File: src/rtl/tile_bram_arbiter_if.sv
// ----------------------------------------------------------------------------
// tile_bram_arbiter_if
// Bundles every non-clock signal of the tile BRAM arbiter.
//   read side : rd_req_in, rd_addr_in (4x17 packed), rd_valid_out, rd_data_out
//   write side: wr_valid_in, wr_ready_out, wr_tile_in, wr_addr_in, wr_data_in
//   BRAM side : bram_addr_out, bram_we_out, bram_din_out, bram_dout_in
//   status    : fifo_level_out, err_addr_out, rd_conflict_out, clr_err_in
// slave  = the arbiter's view, master = the view of whoever drives it.
// ----------------------------------------------------------------------------
interface tile_bram_arbiter_if #(
    parameter int DATA_W     = 8,
    parameter int FIFO_DEPTH = 16
);
    localparam int LVL_W = $clog2(FIFO_DEPTH) + 1;

    logic [3:0]        rd_req_in;
    logic [67:0]       rd_addr_in;
    logic [3:0]        rd_valid_out;
    logic [DATA_W-1:0] rd_data_out;
    logic              wr_valid_in;
    logic              wr_ready_out;
    logic [1:0]        wr_tile_in;
    logic [16:0]       wr_addr_in;
    logic [DATA_W-1:0] wr_data_in;
    logic [18:0]       bram_addr_out;
    logic              bram_we_out;
    logic [DATA_W-1:0] bram_din_out;
    logic [DATA_W-1:0] bram_dout_in;
    logic [LVL_W-1:0]  fifo_level_out;
    logic              err_addr_out;
    logic              rd_conflict_out;
    logic              clr_err_in;

    modport slave (
        input  rd_req_in, rd_addr_in, wr_valid_in, wr_tile_in, wr_addr_in,
               wr_data_in, bram_dout_in, clr_err_in,
        output rd_valid_out, rd_data_out, wr_ready_out, bram_addr_out,
               bram_we_out, bram_din_out, fifo_level_out, err_addr_out,
               rd_conflict_out
    );

    modport master (
        output rd_req_in, rd_addr_in, wr_valid_in, wr_tile_in, wr_addr_in,
               wr_data_in, bram_dout_in, clr_err_in,
        input  rd_valid_out, rd_data_out, wr_ready_out, bram_addr_out,
               bram_we_out, bram_din_out, fifo_level_out, err_addr_out,
               rd_conflict_out
    );
endinterface

File: src/rtl/tile_bram_arbiter.sv
// ----------------------------------------------------------------------------
// tile_bram_arbiter
// Shares one single-port frame BRAM (four 240x320 tiles back to back) between
// four display readers and one buffered writer. Reads always win the port;
// writes wait in a FIFO and drain in cycles with no read request.
// Ports:
//   clk_in   : pixel clock
//   rst_n_in : asynchronous active-low reset
//   bus      : tile_bram_arbiter_if.slave (read/write/BRAM/status signals)
// ----------------------------------------------------------------------------
module tile_bram_arbiter #(
    parameter int FIFO_DEPTH   = 16,
    parameter int BRAM_LATENCY = 2,
    parameter int DATA_W       = 8,
    parameter int TILE_PIXELS  = 76800
) (
    input  logic                 clk_in,
    input  logic                 rst_n_in,
    tile_bram_arbiter_if.slave   bus
);
    localparam int PTR_W  = $clog2(FIFO_DEPTH);
    localparam int LVL_W  = PTR_W + 1;
    localparam int PIPE_N = 1 + BRAM_LATENCY;   // request cycle -> data cycle
    localparam logic [16:0] TILE_LIMIT  = 17'(TILE_PIXELS);
    localparam logic [18:0] TILE_STRIDE = 19'(TILE_PIXELS);
    localparam logic [LVL_W-1:0] LVL_FULL = LVL_W'(FIFO_DEPTH);

    // Constant multiply-add: tile base plus tile-local offset.
    function automatic logic [18:0] phys_addr(input logic [1:0] tile, input logic [16:0] addr);
        phys_addr = 19'(tile) * TILE_STRIDE + {2'b00, addr};
    endfunction

    function automatic logic addr_in_range(input logic [16:0] addr);
        addr_in_range = (addr < TILE_LIMIT);
    endfunction

    // FIFO storage and control
    logic [1:0]        r_fifo_tile [FIFO_DEPTH];
    logic [16:0]       r_fifo_addr [FIFO_DEPTH];
    logic [DATA_W-1:0] r_fifo_data [FIFO_DEPTH];
    logic [PTR_W-1:0]  r_wr_ptr;
    logic [PTR_W-1:0]  r_rd_ptr;
    logic [LVL_W-1:0]  r_count;
    logic              r_wr_ready;

    // BRAM port and status registers
    logic [18:0]       r_bram_addr;
    logic              r_bram_we;
    logic [DATA_W-1:0] r_bram_din;
    logic              r_err_addr;
    logic              r_rd_conflict;

    // Read return pipeline: one-hot tile tag and "address was legal" per stage
    logic [PIPE_N-1:0][3:0] r_pipe_vld;
    logic [PIPE_N-1:0]      r_pipe_ok;

    logic [1:0]        w_grant_idx;
    logic [16:0]       w_rd_addr;
    logic              w_grant_any;
    logic [3:0]        w_grant_oh;
    logic              w_conflict;
    logic              w_rd_ok;
    logic              w_push;
    logic              w_pop;
    logic              w_head_ok;
    logic              w_err_new;
    logic [LVL_W-1:0]  w_count_next;
    logic [1:0]        w_head_tile;
    logic [16:0]       w_head_addr;
    logic [DATA_W-1:0] w_head_data;

    // Lowest-index requester wins; pick its address slice.
    always_comb begin
        w_grant_idx = 2'd0;
        w_rd_addr   = 17'd0;
        casez (bus.rd_req_in)
            4'b???1: begin w_grant_idx = 2'd0; w_rd_addr = bus.rd_addr_in[16:0];  end
            4'b??10: begin w_grant_idx = 2'd1; w_rd_addr = bus.rd_addr_in[33:17]; end
            4'b?100: begin w_grant_idx = 2'd2; w_rd_addr = bus.rd_addr_in[50:34]; end
            4'b1000: begin w_grant_idx = 2'd3; w_rd_addr = bus.rd_addr_in[67:51]; end
            default: begin w_grant_idx = 2'd0; w_rd_addr = 17'd0;                 end
        endcase
    end

    assign w_grant_any = |bus.rd_req_in;
    // x & -x isolates the lowest set bit, i.e. the one-hot grant.
    assign w_grant_oh  = bus.rd_req_in & (~bus.rd_req_in + 4'd1);
    assign w_conflict  = (bus.rd_req_in & (bus.rd_req_in - 4'd1)) != 4'd0;
    assign w_rd_ok     = w_grant_any && addr_in_range(w_rd_addr);

    assign w_head_tile = r_fifo_tile[r_rd_ptr];
    assign w_head_addr = r_fifo_addr[r_rd_ptr];
    assign w_head_data = r_fifo_data[r_rd_ptr];
    assign w_head_ok   = addr_in_range(w_head_addr);

    // wr_ready is registered, so a pop never frees space in its own cycle.
    assign w_push    = bus.wr_valid_in && r_wr_ready;
    assign w_pop     = !w_grant_any && (r_count != {LVL_W{1'b0}});
    assign w_err_new = (w_grant_any && !w_rd_ok) || (w_pop && !w_head_ok);

    // Next FIFO occupancy from the push/pop pair.
    always_comb begin
        w_count_next = r_count;
        case ({w_push, w_pop})
            2'b10:   w_count_next = r_count + LVL_W'(1);
            2'b01:   w_count_next = r_count - LVL_W'(1);
            default: w_count_next = r_count;
        endcase
    end

    // FIFO entry storage.
    always_ff @(posedge clk_in or negedge rst_n_in) begin
        if (!rst_n_in) begin
            for (int i = 0; i < FIFO_DEPTH; i++) begin
                r_fifo_tile[i] <= 2'd0;
                r_fifo_addr[i] <= 17'd0;
                r_fifo_data[i] <= {DATA_W{1'b0}};
            end
        end else if (w_push) begin
            r_fifo_tile[r_wr_ptr] <= bus.wr_tile_in;
            r_fifo_addr[r_wr_ptr] <= bus.wr_addr_in;
            r_fifo_data[r_wr_ptr] <= bus.wr_data_in;
        end
    end

    // FIFO pointers (wrap modulo depth), occupancy and registered ready.
    always_ff @(posedge clk_in or negedge rst_n_in) begin
        if (!rst_n_in) begin
            r_wr_ptr   <= {PTR_W{1'b0}};
            r_rd_ptr   <= {PTR_W{1'b0}};
            r_count    <= {LVL_W{1'b0}};
            r_wr_ready <= 1'b0;
        end else begin
            if (w_push) r_wr_ptr <= r_wr_ptr + PTR_W'(1);
            if (w_pop)  r_rd_ptr <= r_rd_ptr + PTR_W'(1);
            r_count    <= w_count_next;
            r_wr_ready <= (w_count_next != LVL_FULL);
        end
    end

    // BRAM port: a legal read takes the port; otherwise a legal drained write.
    // Illegal addresses never touch the BRAM.
    always_ff @(posedge clk_in or negedge rst_n_in) begin
        if (!rst_n_in) begin
            r_bram_addr <= 19'd0;
            r_bram_we   <= 1'b0;
            r_bram_din  <= {DATA_W{1'b0}};
        end else if (w_rd_ok) begin
            r_bram_addr <= phys_addr(w_grant_idx, w_rd_addr);
            r_bram_we   <= 1'b0;
        end else if (w_pop && w_head_ok) begin
            r_bram_addr <= phys_addr(w_head_tile, w_head_addr);
            r_bram_we   <= 1'b1;
            r_bram_din  <= w_head_data;
        end else begin
            r_bram_we   <= 1'b0;
        end
    end

    // Read return tags, aligned with BRAM output data.
    always_ff @(posedge clk_in or negedge rst_n_in) begin
        if (!rst_n_in) begin
            r_pipe_vld <= '0;
            r_pipe_ok  <= '0;
        end else begin
            r_pipe_vld <= {r_pipe_vld[PIPE_N-2:0], w_grant_oh};
            r_pipe_ok  <= {r_pipe_ok[PIPE_N-2:0], w_rd_ok};
        end
    end

    // Sticky error flags; a new event in the clear cycle keeps the flag set.
    always_ff @(posedge clk_in or negedge rst_n_in) begin
        if (!rst_n_in) begin
            r_err_addr    <= 1'b0;
            r_rd_conflict <= 1'b0;
        end else begin
            if (w_err_new)            r_err_addr <= 1'b1;
            else if (bus.clr_err_in)  r_err_addr <= 1'b0;
            if (w_conflict)           r_rd_conflict <= 1'b1;
            else if (bus.clr_err_in)  r_rd_conflict <= 1'b0;
        end
    end

    assign bus.rd_valid_out    = r_pipe_vld[PIPE_N-1];
    // Read data arrives straight from the BRAM in the return cycle; it is
    // gated by the registered tag so it is 0 for illegal reads and in reset.
    assign bus.rd_data_out     = r_pipe_ok[PIPE_N-1] ? bus.bram_dout_in : {DATA_W{1'b0}};
    assign bus.wr_ready_out    = r_wr_ready;
    assign bus.bram_addr_out   = r_bram_addr;
    assign bus.bram_we_out     = r_bram_we;
    assign bus.bram_din_out    = r_bram_din;
    assign bus.fifo_level_out  = r_count;
    assign bus.err_addr_out    = r_err_addr;
    assign bus.rd_conflict_out = r_rd_conflict;
endmodule

File: src/flat_wrapper.sv
// flat-port wrapper written by rule: the top's interface ports become plain ports
module tile_bram_arbiter_flat 
#(
    parameter int FIFO_DEPTH   = 16,
    parameter int BRAM_LATENCY = 2,
    parameter int DATA_W       = 8,
    parameter int TILE_PIXELS  = 76800
)
  (clk_in, rst_n_in, bus_rd_req_in, bus_rd_addr_in, bus_wr_valid_in, bus_wr_tile_in, bus_wr_addr_in, bus_wr_data_in, bus_bram_dout_in, bus_clr_err_in, bus_rd_valid_out, bus_rd_data_out, bus_wr_ready_out, bus_bram_addr_out, bus_bram_we_out, bus_bram_din_out, bus_fifo_level_out, bus_err_addr_out, bus_rd_conflict_out);
  tile_bram_arbiter_if #(.DATA_W(DATA_W), .FIFO_DEPTH(FIFO_DEPTH)) bus_i ();
  input  logic clk_in;
  input  logic rst_n_in;
  input wire logic [$bits(bus_i.rd_req_in)-1:0] bus_rd_req_in;
  input wire logic [$bits(bus_i.rd_addr_in)-1:0] bus_rd_addr_in;
  input wire logic [$bits(bus_i.wr_valid_in)-1:0] bus_wr_valid_in;
  input wire logic [$bits(bus_i.wr_tile_in)-1:0] bus_wr_tile_in;
  input wire logic [$bits(bus_i.wr_addr_in)-1:0] bus_wr_addr_in;
  input wire logic [$bits(bus_i.wr_data_in)-1:0] bus_wr_data_in;
  input wire logic [$bits(bus_i.bram_dout_in)-1:0] bus_bram_dout_in;
  input wire logic [$bits(bus_i.clr_err_in)-1:0] bus_clr_err_in;
  output wire logic [$bits(bus_i.rd_valid_out)-1:0] bus_rd_valid_out;
  output wire logic [$bits(bus_i.rd_data_out)-1:0] bus_rd_data_out;
  output wire logic [$bits(bus_i.wr_ready_out)-1:0] bus_wr_ready_out;
  output wire logic [$bits(bus_i.bram_addr_out)-1:0] bus_bram_addr_out;
  output wire logic [$bits(bus_i.bram_we_out)-1:0] bus_bram_we_out;
  output wire logic [$bits(bus_i.bram_din_out)-1:0] bus_bram_din_out;
  output wire logic [$bits(bus_i.fifo_level_out)-1:0] bus_fifo_level_out;
  output wire logic [$bits(bus_i.err_addr_out)-1:0] bus_err_addr_out;
  output wire logic [$bits(bus_i.rd_conflict_out)-1:0] bus_rd_conflict_out;
  assign bus_i.rd_req_in = bus_rd_req_in;
  assign bus_i.rd_addr_in = bus_rd_addr_in;
  assign bus_i.wr_valid_in = bus_wr_valid_in;
  assign bus_i.wr_tile_in = bus_wr_tile_in;
  assign bus_i.wr_addr_in = bus_wr_addr_in;
  assign bus_i.wr_data_in = bus_wr_data_in;
  assign bus_i.bram_dout_in = bus_bram_dout_in;
  assign bus_i.clr_err_in = bus_clr_err_in;
  assign bus_rd_valid_out = bus_i.rd_valid_out;
  assign bus_rd_data_out = bus_i.rd_data_out;
  assign bus_wr_ready_out = bus_i.wr_ready_out;
  assign bus_bram_addr_out = bus_i.bram_addr_out;
  assign bus_bram_we_out = bus_i.bram_we_out;
  assign bus_bram_din_out = bus_i.bram_din_out;
  assign bus_fifo_level_out = bus_i.fifo_level_out;
  assign bus_err_addr_out = bus_i.err_addr_out;
  assign bus_rd_conflict_out = bus_i.rd_conflict_out;
  tile_bram_arbiter #(.FIFO_DEPTH(FIFO_DEPTH), .BRAM_LATENCY(BRAM_LATENCY), .DATA_W(DATA_W), .TILE_PIXELS(TILE_PIXELS)) u_core (.clk_in(clk_in), .rst_n_in(rst_n_in), .bus(bus_i));
endmodule
File: config.mk
export PLATFORM = sky130hd
export DESIGN_NAME = tile_bram_arbiter_flat
export DESIGN_NICKNAME = d
export VERILOG_FILES = /design/src/rtl/tile_bram_arbiter_if.sv /design/src/rtl/tile_bram_arbiter.sv /design/src/flat_wrapper.sv
export SDC_FILE = /design/constraint.sdc
export NUM_CORES = 1
export LEC_CHECK = 0
export ABC_AREA = 1
export CELL_PAD_IN_SITES_DETAIL_PLACEMENT = 1
export CELL_PAD_IN_SITES_GLOBAL_PLACEMENT = 2
export CORE_MARGIN = 2
export CORE_UTILIZATION = 35
export DETAILED_ROUTE_END_ITERATION = 8
export DONT_BUFFER_PORTS = 1
export PLACE_DENSITY = 0.82
export SLEW_MARGIN = 0
export SYNTH_ARGS = -nofsm -noshare
export SYNTH_HDL_FRONTEND = slang
export SYNTH_SLANG_ARGS = --single-unit
File: constraint.sdc
create_clock -name clk_in -period 3.31 [get_ports clk_in]
set_clock_uncertainty 0.05 [all_clocks]
set_input_delay 0.993 -clock clk_in [delete_from_list [all_inputs] [get_ports clk_in]]
set_output_delay 0.993 -clock clk_in [all_outputs]
set_load 0.02 [all_outputs]
; Word level (Yosys, flattened, before mapping)
; Index checks and enable logic that the tools add are counted.
[word_totals]
output_inout_bits = 48
elab_cells = 135
in_bits = 111
register_bits = 491
[classes]
n_eq_ne = 6
magnitude_cmp = 5
n_mul = 2
n_bitwise = 6
n_addsub = 8
n_mux = 29
n_reduce_logical = 18
[ops]
columns = op, count
row1 = bitwise mux 272 bit, 1
row2 = bitwise mux 128 bit, 1
row3 = binary-select mux 17 bit (select 4 bit), 1
row4 = demux 17 bit (select 4 bit), 1
row5 = case mux 17 bit (4 select lines), 1
row6 = 2-to-1 mux 17 bit, 3
row7 = adder 19 x 17 -> 19 bit, 2
row8 = 2-to-1 mux 19 bit, 2
row9 = "< comparator 17 bit, second input constant", 2
row10 = binary-select mux 8 bit (select 4 bit), 1
row11 = bitwise mux 32 bit, 1
row12 = demux 8 bit (select 4 bit), 1
row13 = 2-to-1 mux 8 bit, 4
row14 = "multiplier 2 x 7 -> 9 bit, second input constant", 2
row15 = "adder 4 x 1 -> 4 bit, second input constant", 3
row16 = "greater-or-equal comparator 5 bit, second input constant", 2
row17 = inverter 4 -> 5 bit, 2
row18 = case mux 5 bit (2 select lines), 1
row19 = AND 4 bit, 2
row20 = binary-select mux 2 bit (select 4 bit), 1
row21 = demux 2 bit (select 4 bit), 1
row22 = logical AND 1 bit, 7
row23 = 2-to-1 mux 2 bit, 3
row24 = case mux 2 bit (3 select lines), 1
row25 = other kinds (19), 28

; Longest topological paths before layout
; Gate-level depths: netlist of the first run.
[depth]
depth_word = 9
mapped_depth = 23
ltp_nobuf = 20

; Least setup slack after synthesis of the first run
; OpenSTA, ideal clock, no wires.
[synth_timing]
path_kind = input to register
from = input port bus_rd_req_in[1]
to = register u_core.r_wr_ready (netlist: u_core.bus.wr_ready_out)
path_buffers = 0
required_ns = 3.131
setup_time_ns = 0.129
arrival_time_ns = 3.117
stages = 14
setup_slack_ns = 0.015
cell_sequence = nor2_2 -> nand2_1 -> nor2_1 -> nand2_1 -> inv_1 -> ha_1 -> xor2_1 -> ha_1 -> o21ai_0 -> o21ai_0 -> a21oi_1 -> o21ai_0 -> xor2_1 -> nand2_1
[synth_via]
elab_chain_cells = 6
word_cells_on_any_way = 7
classes_between = 3 x eq/ne / 1 x mux / 3 x reduce/logical
[synth_rtl]
columns = item, line_no
row1 = start: declaration, flat_wrapper.sv:13  ; input wire logic [$bits(bus_i.rd_req_in)-1:0] bus_rd_req_in;
row2 = OR reduction 4 bit *, tile_bram_arbiter.sv:85  ; assign w_grant_any = |bus.rd_req_in;
row3 = zero test 1 bit *, tile_bram_arbiter.sv:98  ; assign w_pop = !w_grant_any && (r_count != {LVL_W{1'b0}});
row4 = logical AND 1 bit *, tile_bram_arbiter.sv:98
row5 = named net u_core.w_pop, tile_bram_arbiter.sv:64  ; logic w_pop;
row6 = equality test 2 x 1 -> 1 bit / equality test 2 bit (equally long branches), tile_bram_arbiter.sv:104  ; case ({w_push, w_pop})
row7 = case mux 5 bit (2 select lines) *, tile_bram_arbiter.sv:104
row8 = named net u_core.w_count_next[4], tile_bram_arbiter.sv:67  ; logic [LVL_W-1:0] w_count_next;
row9 = inequality test 5 bit *, tile_bram_arbiter.sv:137  ; r_wr_ready <= (w_count_next != LVL_FULL);
row10 = end signal: assignment, tile_bram_arbiter.sv:137
row11 = end: declaration, tile_bram_arbiter.sv:44  ; logic r_wr_ready;
; Mark *: on every way through the listed nets, which the timed path passes. The rest lies on a longest branch.
; A chain may end at the register's enable or synchronous reset.

; Final worst setup path of the first run
[layout_timing]
from = register u_core.r_rd_ptr[0]
to = register u_core.r_bram_addr[16] (netlist: u_core.bus.bram_addr_out[16])
[layout_via]
elab_chain_cells = 8
word_cells_on_any_way = 14
classes_between = 1 x add/sub / 1 x mul / 1 x order compare / 8 x mux / 1 x bitwise / 2 x reduce/logical
[layout_rtl]
columns = item, line_no
row1 = start: declaration, tile_bram_arbiter.sv:42  ; logic [PTR_W-1:0] r_rd_ptr;
row2 = start signal: assignment, tile_bram_arbiter.sv:130  ; r_rd_ptr <= {PTR_W{1'b0}};
row3 = start signal: assignment, tile_bram_arbiter.sv:135  ; if (w_pop) r_rd_ptr <= r_rd_ptr + PTR_W'(1);
row4 = inverter 4 -> 5 bit (implied by the code) *, "tile_bram_arbiter.sv:91, tile_bram_arbiter.sv:92"
row5 = binary-select mux 2 bit (select 4 bit), tile_bram_arbiter.sv:91  ; assign w_head_tile = r_fifo_tile[r_rd_ptr];
row6 = 2-to-1 mux 2 bit (implied by the code) (2 in a row), tile_bram_arbiter.sv:91
row7 = multiplier 2 x 7 -> 9 bit, tile_bram_arbiter.sv:30  ; phys_addr = 19'(tile) * TILE_STRIDE + {2'b00, addr};
row8 = adder 19 x 17 -> 19 bit, tile_bram_arbiter.sv:30
row9 = 2-to-1 mux 19 bit, tile_bram_arbiter.sv:151  ; end else if (w_pop && w_head_ok) begin
row10 = 2-to-1 mux 19 bit, tile_bram_arbiter.sv:148  ; end else if (w_rd_ok) begin
row11 = end signal: assignment, tile_bram_arbiter.sv:149  ; r_bram_addr <= phys_addr(w_grant_idx, w_rd_addr);
row12 = end signal: assignment, tile_bram_arbiter.sv:152  ; r_bram_addr <= phys_addr(w_head_tile, w_head_addr);
row13 = end: declaration, tile_bram_arbiter.sv:47  ; logic [18:0] r_bram_addr;
; Every way passes the cells marked *; elsewhere a longest branch is shown, timed or not. The select of a mux whose other input is x is not followed.

==> impl_metrics.toml, run 1 <==
[floorplanning]
rows = 93
coreArea_sq_mm = 0.0647
die_area_sq_mm = 0.0677
die_y_um = 260
pin_count = 159
start_util_pct = 35.5
dieWidth_um = 260

[timing]
slew_headroom_pct = -10.2
fmax_mhz = 320
post-route-period-util_pct = 94.5
fin_setup_tns_ns = 0
setup_violations = 0
hold_ws_ns = 0.0746
tightestPinTransition_ns = 1.65
slew_violations = 97
fin_ws_ns = 0.182
fin_crit_ns = 3.13
timing.final.hold_violations = 0

[drt]
vias = 19594
via_per_inst = 5.38
drt-total-wl_um = 77000
drc_errors = 0
wl_per_cell_um = 21.2
dr.first_iter.drc_count = 1339
antenna_left = 0
first_pass_iters = 5

[run_status]
status = "complete, but fails checks"
violations = "slew limit"

[final_layout]
fillers = 7702
drive_gt1_share_pct = 8.09
fin_nets = 2877
final_area_sq_mm = 0.0259
finish.utilization_pct = 40.1
fin_cells = 3641
area_delta_synth_final_pct = 12.9

[place]
globalplace.congestion = 0.856
hpwl_um = 44900
place_ws_ns = -0.177
port_buffers = 0
placed_cells = 3531
placed_cell_area_sq_mm = 0.0240

[setup_path]
endpoint_kind = "register"
critPathMaxFanout = 20
required_ns = 3.75
critPathLaunchType = "register"
critPathMaxStageDelay_ns = 0.51
arrival_ns = 3.57
path_class = "reg2reg"
cp_slowest_cell = "fa_1"
crit_chain = "buf_12 -> buf_4 -> clkbuf_16 -> or2_2 -> nand3_1 -> nand3_1 -> nand3_1 -> nand2_1 -> fa_1 -> a31oi_2 -> nor2_1 -> nor2_1 -> xor2_1 -> o21ai_1 -> nand2_1 -> nand2_1"

[global_routing]
grt_pass1_wl_um = 120000
gr-total-overflow = 0
antenna_found_initial = 6
grt_use_total_pct = 22.7
grt_max_degree = 492
grt_pass1_vias = 20695

[synth]
synthFlopType = "dfrtp_1"
synth_edf_count = 0
synth-warning-count = 0
ys_top_cells_by_count = "nand2_1, o21ai_0, dfrtp_1"
synth_most_common_cell = "nand2_1"
synth_top_family_by_area = "simple AND/OR/NAND/NOR gates"
synth_top_area_share_pct = 53.5
ys_ff_latch = 491
syn_inst = 2808
synth.net_count = 2945
yosysUniqueCellTypes = 43
synthAdderAreaFrac_pct = 1.48
synth_xor_area_share_pct = 0.801
avgSynthCellArea_sq_um = 8.18
syn-cell-area_sq_mm = 0.0230
synth.yosys.seq_area_share_pct = 53.5
yosys.area.top_type = "dfrtp_1"
synth_async_sr_flop_share_pct = 100
synthSimpleGateAreaFrac_pct = 20.0
synth_area_leaders = "dfrtp_1, o21ai_0, nand2_1"
synth-compound-area-share_pct = 17.8
synthMuxAreaShare_pct = 0.0490

[clocking]
cts_tree = "done"
cts-root-buf = "clkbuf_16"
clock_sinks = 491
htree_levels = 2
numCtsBuffers = 56
clk_latency_ns = 0.62
clockBufferDepth = 3
ctsHoldBuffers = 0
clk_pin_slew_worst_paths_ns = 0.06

[power_and_ir_drop]
pwr-share-clk_pct = 21.9
p_leak_nw = 12.2
combPwrFrac_pct = 41.2
p_sw_mw = 11.6
power.density_mw_per_mm2 = 1080
seq_power_share_pct = 37.0
power.internal_mw = 16.4
vdd.ir_drop.worst_v = 0.000404
power_mw = 28.1
power.share.switching_pct = 41.4

[run]
cap_viol_max_count = 0

[hold_path]
hold_path.class = "in2async"
[routing by layer]
layer | GRT usage, % | part of all wire, %
met2 | 37.7 | 46
met5 | 0 | 0.065
met4 | 6.29 | 2.4
met3 | 4.43 | 6.3
met1 | 30.2 | 45
[path summary, 6_finish.rpt]
check | slack [ns] | depth (start not counted) | endpoint | from
max | 0.18 | 16 | u_core.bus.bram_addr_out[16]$_DFFE_PN0P_ | u_core.r_rd_ptr[0]$_DFFE_PN0P_
min | 0.07 | 0 | u_core.r_fifo_data[30]$_DFFE_PN0P_ | rst_n_in
max reg2reg | 0.18 | 16 | u_core.bus.bram_addr_out[16]$_DFFE_PN0P_ | u_core.r_rd_ptr[0]$_DFFE_PN0P_
min reg2reg | 0.30 | 0 | u_core.bus.rd_valid_out[3]$_DFF_PN0_ | u_core.r_pipe_vld[7]$_DFF_PN0_
max in group asynchronous | 1.85 | 0 | u_core.bus.bram_addr_out[10]$_DFFE_PN0P_ | rst_n_in
min in group clk_in | 0.30 | 0 | u_core.bus.rd_valid_out[3]$_DFF_PN0_ | u_core.r_pipe_vld[7]$_DFF_PN0_
[cells by family (layout without fill, tap and decap cells)]
group,Yosys count,in the layout
xor+xnor,21,21
mux,1,1
other cells,0,4
fa+ha+maj,26,26
buf+inv,352,326
flops,491,491
simple gates,1156,1156
compound gates,761,761
[power by group through the flow]
stage,logic [mW],registers (mW),clock network [mW]
global route,13.1,10.7,6.52
detailed placement,11.2,10.4,0
finish,11.5,10.4,6.14
global placement,10.8,10.3,0
floorplan,7.64,9.92,0
CTS,11.3,10.4,6.29
[repair_timing]
| action | in CTS | in global routing |
|---|---|---|
| resized for setup | 0 | 14 |
| setup endpoints to repair | 0 | 6 |
| setup buffers | 0 | 5 |
| hold endpoints to repair | 0 | 0 |
[flip-flops by register name, summed over array words and instances, names as in the netlist]
signal	count
u_core.bus.err_addr_out	1
u_core.r_fifo_addr	272
u_core.bus.fifo_level_out	5
u_core.r_fifo_tile	32
u_core.bus.rd_valid_out	4
u_core.r_wr_ptr	4
u_core.bus.bram_addr_out	19
u_core.r_fifo_data	128
u_core.r_pipe_vld	8
u_core.bus.wr_ready_out	1
u_core.r_rd_ptr	4
u_core.bus.bram_we_out	1
u_core.r_pipe_ok	3
u_core.bus.rd_conflict_out	1
u_core.bus.bram_din_out	8
[worst max-delay path, delay by kind of cell, from the launching register on]
family,cells,cell delay (ns)
AND/OR/NAND/NOR,9,1.02
adder cells (fa/ha/maj),1,0.51
flip-flops,1,0.49
buffers and inverters,3,0.49
AO/OA/AOI/OAI,2,0.27
XOR/XNOR,1,0.15
[layout by cell type, fill, tap and decap left out, drive strengths merged, types with 24 or more instances in the layout]
| master | instances |
|---|---|
| nand2 | 781 |
| o21ai | 632 |
| dfrtp | 491 |
| nor2 | 220 |
| inv | 135 |
| nand3 | 127 |
| clkbuf | 92 |
| buf | 88 |
| o22ai | 46 |
| o221ai | 40 |
| ha | 24 |
[final cells by class]
class | instances | area [sq um] | area share [%]
flip-flops and latches | 491 | 12300 | 47.4
multi-input cells | 1965 | 9310 | 35.9
clock buffers | 91 | 1750 | 6.76
well taps | 855 | 1070 | 4.12
repair buffers | 89 | 903 | 3.48
inverters | 137 | 523 | 2.02
clock inverters | 9 | 66.3 | 0.256
diodes | 4 | 10.0 | 0.0386
Note: power is estimated with default switching activity, not from simulation.
==> run 2, diff against run 1 <==
- ABC_AREA: 1 -> unset
- CORE_UTILIZATION: 35 -> 40
- PLACE_DENSITY: 0.82 -> 0.79
==> run 2 against run 1 <==
  * The run ends with slew limit, setup timing left
  * Worst hold slack gained 0.034 ns
  * Cell area up 2.4%
  * Die area decreased by 12%
  * Total power increased by 1.1%
  * Critical path depth down 3
  * Wire length decreased by 22%
  * Clock power hardly changed
  * Sequential share of layout area down 1.1 points
  * Non-clock buffer count up 14
  * Count of clock-buffer cells in the layout shrank 12
  * Critical path type unchanged
  * Register-to-register slack got worse by 0.35 ns
  * Highest routed layer is now met4
==> impl_metrics.toml, run 2 <==
[timing]
fin_setup_tns_ns = -0.530
hold_ws_ns = 0.108
fin_ws_ns = -0.165
tightestPinTransition_ns = 2.52
fin_crit_ns = 3.48
post-route-period-util_pct = 105
fmax_mhz = 288
setup_violations = 5
timing.final.hold_violations = 0
slew_violations = 393
slew_headroom_pct = -67.9
rsz0062_at_grt = "true"

[run_status]
violations = "slew limit, setup timing"
status = "complete, but fails checks"

[synth]
synthFlopType = "dfrtp_1"
ys_ff_latch = 491
ys_top_cells_by_count = "dfrtp_1, mux2_2, mux4_2"
yosysUniqueCellTypes = 63
syn-cell-area_sq_mm = 0.0231
synth_most_common_cell = "dfrtp_1"
synth_edf_count = 0
synth_area_leaders = "dfrtp_1, mux2_2, mux4_2"
synth_top_area_share_pct = 53.1
syn_inst = 1561
synth-warning-count = 0
avgSynthCellArea_sq_um = 14.8
yosys.area.top_type = "dfrtp_1"
synth.net_count = 1698
synth.yosys.seq_area_share_pct = 53.1
synth_async_sr_flop_share_pct = 100

[hold_path]
hold_path.class = "in2async"

[power_and_ir_drop]
p_leak_nw = 11.3
power.density_mw_per_mm2 = 1070
power_mw = 28.4
vdd.ir_drop.worst_v = 0.000566

[final_layout]
multi_input_area_sq_mm = 0.0105
final_area_sq_mm = 0.0266
final-seq-area_sq_mm = 0.0123
fin_cells = 2409
fin_nets = 1737
area_delta_synth_final_pct = 14.9
largest_reg_flops = 272
layout_commonest_cell = "dfrtp_1"
layout_common_cells = "dfrtp_1, mux2_2, mux4_2, buf_4, clkbuf_16"
n_antenna_cell = 0
drive_gt1_share_pct = 48.8
max_flop_register = "u_core.r_fifo_addr"
finish.utilization_pct = 46.3
layout_top_registers = "u_core.r_fifo_addr: 272 flops, u_core.r_fifo_data: 128 flops, u_core.r_fifo_tile: 32 flops"
fillers = 5581

[global_routing]
grt_max_degree = 492
antenna_found_initial = 2
grtUsageMet3_pct = 4.15
grt_pass1_wl_um = 94200
grt_use_total_pct = 20.5
gr-total-overflow = 0
grt_busiest_layer = "met2"
use_met2_pct = 34.7
grt_use_met1_pct = 26.7
grt_pass1_vias = 15351

[setup_path]
cp_slowest_cell = "mux4_2"
critPathTopFamily = "multiplexers"
critPathMaxStageDelay_ns = 0.59
endpoint_kind = "register"
crit_chain = "buf_12 -> mux4_2 -> mux4_2 -> ha_4 -> inv_4 -> ha_4 -> a21o_1 -> a211oi_2 -> nor2_2 -> o41ai_2 -> xnor2_1 -> nand3_1 -> o211ai_1"
path_buf_inv = 2
required_ns = 3.79
critPathMaxFanout = 7
arrival_ns = 3.95
path_class = "reg2reg"
critPathLaunchType = "register"

[drt]
antenna_left = 0
drt-total-wl_um = 60000
vias = 13658
via_per_inst = 5.67
drc_errors = 0
dr.first_iter.drc_count = 836
wl_per_cell_um = 24.9
first_pass_iters = 6

[place]
place_ws_ns = -0.410
hpwl_um = 38000
globalplace.congestion = 0.808
placed_cells = 2303
port_buffers = 0
placed_cell_area_sq_mm = 0.0246

[clocking]
htree_levels = 2
clk_pin_slew_worst_paths_ns = 0.06
cts_tree = "done"
numCtsBuffers = 54
cts-root-buf = "clkbuf_16"
clk_latency_ns = 0.63
clockBufferDepth = 3
clock_sinks = 491

[floorplanning]
start_util_pct = 40.3
rows = 88
die_area_sq_mm = 0.0597
coreArea_sq_mm = 0.0574
die_y_um = 244
dieWidth_um = 244
pin_count = 159

[run]
cap_viol_max_count = 0
## run 2: cell types whose count changed in the layout (fill, tap and decap cells not counted), moves of 38 or more
cell,before,now
mux4_2,0,126
o22ai_1,46,1
o221ai_1,40,2
nand3_1,123,5
nor2_1,216,27
nand2_1,761,48
mux2_2,1,434
o21ai_0,621,22
inv_1,127,20
## run 2: cell families after synthesis
family / after synthesis / synth area share (%)
and+or+nand+nor: 162 / 3.37
adders and majority gates: 26 / 1.47
AOI/OAI and AO/OA: 130 / 4.03
muxes: 584 / 34.5
DFF: 491 / 53.1
buffers and inverters: 145 / 2.61
xor gates and xnor gates: 23 / 0.871
## run 2: what timing repair did
| item | in CTS | in global routing |
|---|---|---|
| buffers inserted | 6 | 0 |
| resized for setup | 10 | 9 |
| endpoints found under the setup margin | 7 | 18 |
| pin swaps | 12 | 3 |
| hold buffers | 0 | 0 |
| hold endpoints to repair | 0 | 0 |
## run 2: final timing paths
kind / slack, ns / from / endpoint / cells after the start
max: -0.17 / u_core.r_rd_ptr[0]$_DFFE_PN0P_ / u_core.bus.bram_addr_out[17]$_DFFE_PN0P_ / 13
min: 0.11 / rst_n_in / u_core.bus.fifo_level_out[4]$_DFF_PN0_ / 0
max reg2reg: -0.17 / u_core.r_rd_ptr[0]$_DFFE_PN0P_ / u_core.bus.bram_addr_out[17]$_DFFE_PN0P_ / 13
min reg2reg: 0.30 / u_core.r_pipe_vld[0]$_DFF_PN0_ / u_core.r_pipe_vld[4]$_DFF_PN0_ / 0
max in group asynchronous: 0.87 / rst_n_in / u_core.r_rd_ptr[0]$_DFFE_PN0P_ / 0
min in group clk_in: 0.30 / u_core.r_pipe_vld[0]$_DFF_PN0_ / u_core.r_pipe_vld[4]$_DFF_PN0_ / 0
## run 2: metal layers
| metal | routed length [um] | vias to the layer above |
|---|---|---|
| met4 | 1450 | 0 |
| li1 | - | 5875 |
| met3 | 2570 | 97 |
| met2 | 30300 | 229 |
| met5 | 0 | - |
| met1 | 25700 | 7457 |
## run 2: layout make-up
cell class              count  area share, %
multi-input cells         925           39.5
clock inverters            21          0.928
well taps                 765           3.60
inverters                  25          0.382
repair buffers            103           3.28
clock buffers              79           5.97
flip-flops and latches    491           46.3
## run 2: power breakdown
part           internal, mW  switching [mW]  total [mW]  leakage [nW]
registers              8.80            1.82        10.6          6.05
clock network          3.58            2.55        6.13         0.900
logic                  6.77            4.86        11.6          4.32
